$ cat src/rtl/chunked_serial_adder_if.sv
// ---------------------------------------------------------------------------
// chunked_serial_adder_if
//
// Purpose: groups the operand/result handshake of chunked_serial_adder into
// one bundle so the adder and its producer/consumer share a single port.
//
// Signals (WIDTH = operand/result width):
//   in_valid   producer -> adder   operands valid
//   in_ready   adder -> producer   adder idle, can accept
//   a, b       producer -> adder   operands (WIDTH bits)
//   cin        producer -> adder   carry-in, used for add only
//   sub        producer -> adder   1 = a - b, 0 = a + b + cin
//   out_valid  adder -> consumer   result valid
//   out_ready  consumer -> adder   consumer accepts result
//   sum        adder -> consumer   result (WIDTH bits)
//   cout       adder -> consumer   final carry-out (sub: 1 = no borrow)
//   overflow   adder -> consumer   signed overflow
//
// Modports: master = producer/consumer side, slave = the adder.
// ---------------------------------------------------------------------------
interface chunked_serial_adder_if #(
    parameter int WIDTH = 32
) ();
    logic             in_valid;
    logic             in_ready;
    logic [WIDTH-1:0] a;
    logic [WIDTH-1:0] b;
    logic             cin;
    logic             sub;
    logic             out_valid;
    logic             out_ready;
    logic [WIDTH-1:0] sum;
    logic             cout;
    logic             overflow;

    modport master (
        output in_valid, a, b, cin, sub, out_ready,
        input  in_ready, out_valid, sum, cout, overflow
    );

    modport slave (
        input  in_valid, a, b, cin, sub, out_ready,
        output in_ready, out_valid, sum, cout, overflow
    );
endinterface

$ cat src/rtl/chunked_serial_adder.sv
// ---------------------------------------------------------------------------
// chunked_serial_adder
//
// Purpose: multi-cycle adder/subtractor. WIDTH-bit operands are processed in
// CHUNK-bit slices, one slice per clock starting at the least significant
// slice, with the carry between slices held in a register. An operation takes
// NCHUNK = WIDTH/CHUNK cycles in RUN; the result is then held in DONE until
// the consumer takes it. WIDTH must be a multiple of CHUNK.
//
// Ports:
//   clk   rising-edge clock
//   rst   synchronous reset, active-high; aborts any operation in flight
//   bus   chunked_serial_adder_if.slave (in_valid/in_ready, a, b, cin, sub,
//         out_valid/out_ready, sum, cout, overflow)
//
// Configuration macro: CHUNK_SERIAL_ADDER_OVERFLOW_EN
//   defined   - overflow reports signed overflow of the completed operation
//   undefined - overflow is tied to 0 and no overflow logic is built
// ---------------------------------------------------------------------------
module chunked_serial_adder #(
    parameter int WIDTH = 32,
    parameter int CHUNK = 8
) (
    input  logic                  clk,
    input  logic                  rst,
    chunked_serial_adder_if.slave bus
);
    localparam int NCHUNK = WIDTH / CHUNK;
    // A single-slice build still needs a 1-bit counter to stay legal.
    localparam int CNT_W = (NCHUNK > 1) ? $clog2(NCHUNK) : 1;
    localparam logic [CNT_W-1:0] LAST_SLICE = CNT_W'(NCHUNK - 1);

    typedef enum logic [1:0] {
        IDLE,
        RUN,
        DONE
    } state_t;

    state_t           state;
    logic [WIDTH-1:0] a_reg;
    logic [WIDTH-1:0] b_reg;
    logic [WIDTH-1:0] sum_reg;
    logic             carry;
    logic             cout_reg;
    logic [CNT_W-1:0] cnt;

    logic [CHUNK-1:0] a_slice;
    logic [CHUNK-1:0] b_slice;
    logic [CHUNK:0]   slice_add;

    // Select the current slice of both latched operands and add it with the
    // running carry; the extra top bit is the slice carry-out.
    always_comb begin
        a_slice = '0;
        b_slice = '0;
        for (int i = 0; i < NCHUNK; i++) begin
            if (cnt == CNT_W'(i)) begin
                a_slice = a_reg[i*CHUNK +: CHUNK];
                b_slice = b_reg[i*CHUNK +: CHUNK];
            end
        end
        slice_add = {1'b0, a_slice} + {1'b0, b_slice} + {{CHUNK{1'b0}}, carry};
    end

    // Control FSM and datapath registers. Subtraction is a + ~b + 1, so the
    // operand is inverted once at accept time and the initial carry forced
    // to 1; cin only matters for additions.
    always_ff @(posedge clk) begin
        if (rst) begin
            state    <= IDLE;
            a_reg    <= '0;
            b_reg    <= '0;
            sum_reg  <= '0;
            carry    <= 1'b0;
            cout_reg <= 1'b0;
            cnt      <= '0;
        end else begin
            case (state)
                IDLE: begin
                    if (bus.in_valid) begin
                        a_reg <= bus.a;
                        b_reg <= bus.sub ? ~bus.b : bus.b;
                        carry <= bus.sub ? 1'b1 : bus.cin;
                        cnt   <= '0;
                        state <= RUN;
                    end
                end
                RUN: begin
                    for (int i = 0; i < NCHUNK; i++) begin
                        if (cnt == CNT_W'(i)) begin
                            sum_reg[i*CHUNK +: CHUNK] <= slice_add[CHUNK-1:0];
                        end
                    end
                    carry <= slice_add[CHUNK];
                    if (cnt == LAST_SLICE) begin
                        cout_reg <= slice_add[CHUNK];
                        cnt      <= '0;
                        state    <= DONE;
                    end else begin
                        cnt <= cnt + CNT_W'(1);
                    end
                end
                DONE: begin
                    if (bus.out_ready) begin
                        state <= IDLE;
                    end
                end
                default: begin
                    state <= IDLE;
                end
            endcase
        end
    end

`ifdef CHUNK_SERIAL_ADDER_OVERFLOW_EN
    logic ovf_reg;

    // Signed overflow is decided on the top slice: operands of equal sign
    // producing a result of the other sign. slice_add[CHUNK-1] is the result
    // MSB during the last RUN cycle.
    always_ff @(posedge clk) begin
        if (rst) begin
            ovf_reg <= 1'b0;
        end else if (state == RUN && cnt == LAST_SLICE) begin
            ovf_reg <= (a_reg[WIDTH-1] == b_reg[WIDTH-1]) &&
                       (slice_add[CHUNK-1] != a_reg[WIDTH-1]);
        end
    end

    assign bus.overflow = ovf_reg;
`else
    assign bus.overflow = 1'b0;
`endif

    assign bus.in_ready  = (state == IDLE);
    assign bus.out_valid = (state == DONE);
    assign bus.sum       = sum_reg;
    assign bus.cout      = cout_reg;
endmodule

$ cat src/flat_wrapper.sv
// flat-port wrapper written by rule: the top's interface ports become plain ports
module chunked_serial_adder_flat 
#(
    parameter int WIDTH = 32,
    parameter int CHUNK = 8
)
  (clk, rst, bus_in_valid, bus_a, bus_b, bus_cin, bus_sub, bus_out_ready, bus_in_ready, bus_out_valid, bus_sum, bus_cout, bus_overflow);
  chunked_serial_adder_if #(.WIDTH(WIDTH)) bus_i ();
  input  logic clk;
  input  logic rst;
  input wire logic [$bits(bus_i.in_valid)-1:0] bus_in_valid;
  input wire logic [$bits(bus_i.a)-1:0] bus_a;
  input wire logic [$bits(bus_i.b)-1:0] bus_b;
  input wire logic [$bits(bus_i.cin)-1:0] bus_cin;
  input wire logic [$bits(bus_i.sub)-1:0] bus_sub;
  input wire logic [$bits(bus_i.out_ready)-1:0] bus_out_ready;
  output wire logic [$bits(bus_i.in_ready)-1:0] bus_in_ready;
  output wire logic [$bits(bus_i.out_valid)-1:0] bus_out_valid;
  output wire logic [$bits(bus_i.sum)-1:0] bus_sum;
  output wire logic [$bits(bus_i.cout)-1:0] bus_cout;
  output wire logic [$bits(bus_i.overflow)-1:0] bus_overflow;
  assign bus_i.in_valid = bus_in_valid;
  assign bus_i.a = bus_a;
  assign bus_i.b = bus_b;
  assign bus_i.cin = bus_cin;
  assign bus_i.sub = bus_sub;
  assign bus_i.out_ready = bus_out_ready;
  assign bus_in_ready = bus_i.in_ready;
  assign bus_out_valid = bus_i.out_valid;
  assign bus_sum = bus_i.sum;
  assign bus_cout = bus_i.cout;
  assign bus_overflow = bus_i.overflow;
  chunked_serial_adder #(.WIDTH(WIDTH), .CHUNK(CHUNK)) u_core (.clk(clk), .rst(rst), .bus(bus_i));
endmodule
$ cat config.mk
export PLATFORM = sky130hd
export DESIGN_NAME = chunked_serial_adder_flat
export DESIGN_NICKNAME = d
export VERILOG_FILES = /design/src/rtl/chunked_serial_adder_if.sv /design/src/rtl/chunked_serial_adder.sv /design/src/flat_wrapper.sv
export SDC_FILE = /design/constraint.sdc
export NUM_CORES = 1
export LEC_CHECK = 0
export ABC_AREA = 1
export BUFFER_PORTS_ARGS = -buffer_cell sky130_fd_sc_hd__clkbuf_2
export CORE_UTILIZATION = 25
export DETAILED_ROUTE_END_ITERATION = 6
export SLEW_MARGIN = 20
export SYNTH_ARGS = -nofsm -noshare
export SYNTH_HDL_FRONTEND = slang
export SYNTH_SLANG_ARGS = --single-unit
$ cat constraint.sdc
create_clock -name clk -period 4.01 [get_ports clk]
set_input_delay 0.802 -clock clk [delete_from_list [all_inputs] [get_ports clk]]
set_output_delay 0.802 -clock clk [all_outputs]
set_load 0.02 [all_outputs]
==> summary.md, run 1 <==
| Metric | Value |
|---|---|
| Diodes inserted | 0 |
| Clk pwr share | 36.5% |
| Count leader, synth | dfxtp_1 |
| Arrival time at the worst endpoint | 3.64 ns |
| Power Internal | 1.832 mW |
| Final ANT Viol Nets | 0 |
| Worst-Skew Late Latency | 0.35 ns |
| Number of port buffers | 104 |
| Die H | 142.8 um |
| NumNets Final | 814 |
| Crit path kind | reg -> reg |
| Post-Place Cells | 985 |
| Max Fclk | 295.6 MHz |
| Flop pwr share | 43.4% |
| PwrDens | 440.2 nW/um^2 |
| Die area | 20390 um^2 |
| Post-layout util | 30.40% |
| Synthesis-stage register bit count | 102 |
| Sequential area share after synthesis | 41.21% |
| CTS resizes | 0 |
| Synthesized-area fraction occupied by adder cells | 3.586% |
| Yosys cell types | 28 |
| Area after DPL | 5593 um^2 |
| Synth warnings | 0 |
| Syn avg cell area | 7.565 um^2 |
| Clock buffers created by TritonCTS | 9 |
| Reg2reg setup slack | 0.63 ns |
| # hold bufs at CTS | 0 |
| Combinational power share | 20.2% |
| Final period util | 84.37% |
| Starting Density | 25.46% |
| Status | finished, final reports clean |
| Reg clk slew, reported paths | 0.07 ns |
| Post-synthesis compound-gate area fraction | 21.49% |
| Xor/xnor share of the synthesized area | 6.187% |
| Tmin final | 3.383 ns |
| Worst hold path class | reg -> reg |
| Final setup violation count | 0 |
| Worst IR Drop VDD | 205.8 uV |
| Static leakage | 2.726 nW |
| Post-synthesis mux area share | 0% |
| Fill count | 2143 |
| Layout cell share with drive strength beyond 1 | 18.34% |
| Vias in the first global route | 4013 |
| Main combinational cell family by area after synthesis | compound AO/OA/AOI/OAI gates |
| Total grt overflow | 0 |
| Final wirelength | 13400 um |
| Switching share of power | 29.66% |
| Asr flop ratio synth | 0% |
| First-pass GRT wire length | 21170 um |
| CORE AREA | 19460 um^2 |
| Post-synth EDFFs | 0 |
| Top FF cell, synth | dfxtp_1 |
| Post-Syn Area | 4955 um^2 |
| Gate Count Post-Synth | 655 |
| Clk sink count | 102 |
| Fin area | 5916 um^2 |
| Placement row count | 51 |
| TNS Setup | 0 ns |
| Max-capacitance violation count | 0 |
| DRC Markers | 0 |
| Die width | 142.8 um |
| Total GRT Usage | 13.62% |
| Post-synthesis simple-gate area fraction | 16.94% |
| Area leader, netlist | dfxtp_1 |
| Dominant cells by area after synthesis | dfxtp_1 (41%), o21ai_0 (9.0%), nor2_1 (6.5%) |
| Slowest CP cell | ha_1 |
| Area Growth Syn to Fin | 19.39% |
| HPWL after DPL | 10040 um |
| Clock Tree Buf Depth | 2 |
| Crit path top cell by count | nand2_1 |
| Wire per inst | 13.39 um |
| Worst slew margin | 33.75% |
| Clock Skew | 0.01066 ns |
| Final cell count without fillers | 1001 |
| Least-Margin Pin Slew | 0.9937 ns |
| Post-synth top cells | dfxtp_1 (102), o21ai_0 (89), nor2_1 (86), inv_1 (69), nand2_1 (67) |
| CP required | 4.26 ns |
| Initial antenna violation count | 0 |
| Pre-antenna DRT Iters | 4 |
| NetSw | 0.7723 mW |
| Largest net degree at the start of global routing | 75 |
| DR vias | 4312 |
| Count of pins over their slew limit | 0 |
| CP Cell Sequence | inv_1, ha_1, inv_1, nand3_1, o21ai_0, nand2_1, o21ai_0, fa_1, fa_1, inv_1, nand2_1, nand2_1, nand2_1, xor2_1, nand2_1, nand2_1, inv_1 |
| Synth top area share | 41.21% |
| Clock Tree Root | clkbuf_16 |
| Slowest stage delay, CP | 0.46 ns |
| Crit path launch type | flip-flop |
| Crit. End Element | flip-flop |
| CTS tree | yes |
| Post-CTS Setup Repair Bufs | 0 |
| Crit path max fanout | 14 |
| Synthesized net count | 738 |
| Initial drt markers | 223 |
| CTS H-tree depth | 3 |
| Placer Congestion | 0.8531 |
| Top Ports | 106 |
| Final Total Pwr | 2.604 mW |
| Via/cell ratio | 4.308 |
| RSZ-0062 raised after global routing | false |
| Final Hold Viols | 0 |
[metal layers]
| metal | track usage (%) | share of wire [%] |
|---|---|---|
| met1 | 18.39 | 49 |
| met2 | 21.72 | 46 |
| met3 | 2.280 | 3.3 |
| met4 | 4.924 | 1.4 |
| met5 | 0 | 0 |
[critical path: cells and delay by family (launching register included)]
family	cells	cell delay [ns]
and+or+nand+nor	7	0.61
buffers and inverters	4	0.51
xor gates and xnor gates	1	0.26
adders and majority gates	3	1.34
AOI/OAI and AO/OA	2	0.21
DFF	1	0.35
[per-stage QoR]
stage	hold slack, ns	setup slack, ns
2_1_floorplan	0.4239	1.118
3_3_place_gp	0.4566	0.7704
3_5_place_dp	0.4554	0.6588
4_1_cts	0.4684	0.6516
5_1_grt	0.4943	0.3320
6_report	0.4654	0.6266
[power by group through the flow]
| stage | logic [mW] | clock network, mW | registers [mW] |
|---|---|---|---|
| final | 0.526 | 0.949 | 1.13 |
| after global routing | 0.602 | 1.01 | 1.14 |
| after CTS | 0.531 | 0.974 | 1.13 |
| after detailed placement | 0.529 | 0 | 1.15 |
| after global placement | 0.524 | 0 | 1.15 |
| after floorplan | 0.366 | 0 | 1.16 |
[cell usage in the layout (no fill, tap or decap), types with 4 or more instances in the layout]
cell         n
a211oi_1    13
a21oi_1     55
a22oi_1      5
buf_4        5
clkbuf_16    9
clkbuf_2   104
dfxtp_1    102
ha_1        11
inv_1       69
nand2_1     66
nand3_1     34
nor2_1      86
nor2_4       4
o211ai_1     6
o21a_1      21
o21ai_0     89
xnor2_1     14
xor2_1      21
[kinds of logic after synthesis]
logic type / count (synthesis)
flops: 102
compound gates: 190
xor+xnor: 35
simple gates: 199
buf+inv: 115
other cells: 1
fa+ha+maj: 13
[cell type report]
class | count | area [um^2] | share of cell area [%]
Clock buffer | 10 | 229.0 | 3.871
Clock inverter | 6 | 93.84 | 1.586
Inverter | 71 | 266.5 | 4.505
Multi-Input combinational cell | 438 | 2395 | 40.48
Sequential cell | 102 | 2042 | 34.52
Tap cell | 265 | 331.6 | 5.605
Timing Repair Buffer | 109 | 558.0 | 9.433
[path summary, 6_finish.rpt]
path	from	to	depth (start not counted)
worst max register to register	u_core.cnt[0]	u_core.bus.sum[28]	17
worst max-delay path	u_core.cnt[0]	u_core.bus.sum[28]	17
worst min-delay path	u_core.b_reg[5]	u_core.b_reg[5]	2
worst min register to register	u_core.b_reg[5]	u_core.b_reg[5]	2
Power figures use the tool's default switching activity.
==> inputs of run 2 (changes only) <==
- ABC_AREA: 1 -> 0
- clock period: 4.01 -> 3.01 ns (I/O delays scaled with it)
==> summary.md, run 2 <==
| Metric | Value |
|---|---|
| Grt met3 use | 2.624% (+0.34 points) |
| M1 GR Usage | 19.29% (+0.90 points) |
| Worst reg2reg path endpoint | u_core.bus.sum[12] |
| Clock Skew | 0.008460 ns (-0.002196 ns) |
| Post-synth top cells | nand2_1 (110), dfxtp_1 (102), a21oi_1 (72), nor2_1 (52), a211oi_1 (41) |
| Top FF cell, synth | dfxtp_1 |
| Number of port buffers | 104 (unchanged) |
| CTS H-tree depth | 3 (unchanged) |
| Initial drt markers | 259 (+16%) |
| Final period util | 93.77% (+9.4 points) |
| CTS tree | yes |
| Synthesized net count | 685 (-7.2%) |
| Crit. End Element | flip-flop |
| Total grt overflow | 0 (unchanged) |
| Static leakage | 2.345 nW (-14%) |
| Max-capacitance violation count | 0 (unchanged) |
| Largest net degree at the start of global routing | 100 (+33%) |
| Clock buffers created by TritonCTS | 9 (unchanged) |
| Slowest CP cell | fa_2 |
| Least-Margin Pin Slew | 0.6607 ns (-0.3330 ns) |
| Clk sink count | 102 (unchanged) |
| Area leader, netlist | dfxtp_1 |
| Post-Syn Area | 4922 um^2 (-0.66%) |
| Final wirelength | 13680 um (+2.0%) |
| Arrival time at the worst endpoint | 3.07 ns (-0.57 ns) |
| Die width | 142.3 um (-0.33%) |
| Wire per inst | 14.31 um (+6.8%) |
| Post-layout util | 32.19% (+1.8 points) |
| Placement row count | 50 (-2.0%) |
| Slowest stage delay, CP | 0.44 ns (-0.02 ns) |
| Final cell count without fillers | 956 (-4.5%) |
| Die area | 20250 um^2 (-0.65%) |
| Dominant cells by area after synthesis | dfxtp_1 (41%), nand2_1 (8.4%), a21oi_1 (7.3%) |
| Gate Count Post-Synth | 602 (-8.1%) |
| Worst hold path class | reg -> reg |
| Final Hold Viols | 0 (unchanged) |
| Area Growth Syn to Fin | 24.38% |
| Total GRT Usage | 13.78% (+0.16 points) |
| Asr flop ratio synth | 0% (unchanged) |
| Die H | 142.3 um (-0.33%) |
| R2r worst-path depth | 10 (-7) |
| Crit path kind | reg -> reg |
| Final setup violation count | 0 (unchanged) |
| Met2 Use GR | 21.31% (-0.41 points) |
| Most frequent cells in the layout | nand2_1 (110), clkbuf_2 (103), dfxtp_1 (101) |
| Crit path max fanout | 8 (-6) |
| Pre-antenna DRT Iters | 5 (+1) |
| Syn avg cell area | 8.176 um^2 (+8.1%) |
| Diodes inserted | 0 (unchanged) |
| Post-Place Cells | 937 (-4.9%) |
| PwrDens | 539.9 nW/um^2 (+23%) |
| Status | finished, final reports clean |
| Crit path launch type | flip-flop |
| Yosys cell types | 42 (+50%) |
| Vias in the first global route | 4015 (+0.050%) |
| # hold bufs at CTS | 0 (unchanged) |
| HPWL after DPL | 10160 um (+1.2%) |
| Reg2reg setup slack | 0.19 ns (-0.44 ns) |
| Count of pins over their slew limit | 0 (unchanged) |
| Commonest non-fill, non-tap cell in the layout | nand2_1 |
| Worst IR Drop VDD | 253.6 uV (+23%) |
| TNS Setup | 0 ns (unchanged) |
| Synth top area share | 41.48% (+0.27 points) |
| Clock Tree Root | clkbuf_16 |
| Synth warnings | 0 (unchanged) |
| Placer Congestion | 0.8043 (-5.7%) |
| Count leader, synth | nand2_1 |
| GRT busiest layer | met2 |
| First-pass GRT wire length | 21330 um (+0.78%) |
| Worst slew margin | 55.95% (+22 points) |
| Synthesis-stage register bit count | 102 (unchanged) |
| CORE AREA | 19020 um^2 (-2.3%) |
| Initial antenna violation count | 0 (unchanged) |
| Post-synth EDFFs | 0 (unchanged) |
| Max Fclk | 354.3 MHz (+20%) |
| Starting Density | 25.88% (+0.42 points) |
| RSZ-0062 raised after global routing | false |
| Worst R2R Start | u_core.cnt[0] |
| DR vias | 4391 (+1.8%) |
| Crit path to | u_core.bus.sum[12] |
| CP Cell Sequence | buf_4, ha_1, a311oi_2, a21oi_2, fa_2, fa_2, nor2b_4, o21a_1, nor3_1, o41ai_1 |
| Reg clk slew, reported paths | 0.07 ns (about the same) |
| NumNets Final | 774 (-4.9%) |
| Sequential area share after synthesis | 41.48% (+0.27 points) |
| Final ANT Viol Nets | 0 (unchanged) |
| Layout cell share with drive strength beyond 1 | 23.28% (+4.9 points) |
| Crit path top cell by count | fa_2 |
| Tmin final | 2.822 ns (-0.5610 ns) |
| Top Ports | 106 (unchanged) |
| CP required | 3.25 ns (-1.01 ns) |
| Via/cell ratio | 4.593 (+6.6%) |
| Clock Tree Buf Depth | 2 (unchanged) |
| Worst Setup SP | u_core.cnt[0] |
| Worst-Skew Late Latency | 0.35 ns (about the same) |
| DRC Markers | 0 (unchanged) |
==> run 2: where the power goes <==
part | switching, mW | total, mW | internal (mW)
sequential | 0.0528 | 1.49 | 1.43
combinational | 0.353 | 0.611 | 0.258
clock | 0.530 | 1.21 | 0.678
==> run 2: kinds of logic after synthesis <==
logic type / synth area share (%)
flip-flops: 41.48
XOR/XNOR: 5.872
adder cells (fa/ha/maj): 3.610
other: 0.07619
AND/OR/NAND/NOR: 21.05
buffers and inverters: 4.982
AO/OA/AOI/OAI: 22.93
==> run 2: timing repair <==
action,CTS,global route
setup endpoints to repair,0,26
setup buffers,0,3
resized for setup,0,22
==> run 2: final cells by class <==
type	instances	area [um^2]
clock buffer	11	242.7
timing repair buffer	127	715.7
clock inverter	5	66.31
fill	2082	12900
multi-input combinational	444	2696
sequential	102	2046
inverter	7	30.03
tap	260	325.3
==> run 2: worst min path at each step <==
stage | cells after the start | startpoint | slack (ns) | to
after floorplan | 2 | u_core.a_reg[0] | 0.44 | u_core.a_reg[0]
after global placement | 2 | u_core.bus.sum[11] | 0.44 | u_core.bus.sum[11]
after detailed placement | 2 | u_core.bus.sum[26] | 0.45 | u_core.bus.sum[26]
after CTS | 3 | bus_a[3] | 0.46 | u_core.a_reg[3]
after global routing | 3 | bus_a[19] | 0.47 | u_core.a_reg[19]
final | 2 | u_core.a_reg[22] | 0.46 | u_core.a_reg[22]
==> run 2: worst max-delay path, delay by kind of cell (launching register included) <==
family	cells	cell delay [ns]
buf+inv	1	0.14
simple gates	2	0.22
compound gates	4	0.87
flops	1	0.36
fa+ha+maj	3	1.13
==> run 2: per-stage QoR <==
| stage | hold WS (ns) | power [mW] | setup WS, ns | instance area, um^2 |
|---|---|---|---|---|
| after floorplan | 0.4364 | 1.907 | 0.1197 | 4922 |
| after global placement | 0.4438 | 2.110 | 0.06978 | 5719 |
| after detailed placement | 0.4487 | 2.114 | 0.03763 | 5719 |
| after CTS | 0.4584 | 3.332 | 0.007238 | 6028 |
| after global routing | 0.4700 | 3.468 | 0.002612 | 6122 |
| final | 0.4553 | 3.305 | 0.1876 | 6122 |
==> run 2: metal layers <==
metal	routed length, um	up-vias	share of wire [%]
met3	665	7	4.9
li1	-	2291	-
met4	109	0	0.80
met1	6748	1987	49
met5	0	-	0
met2	6152	106	45
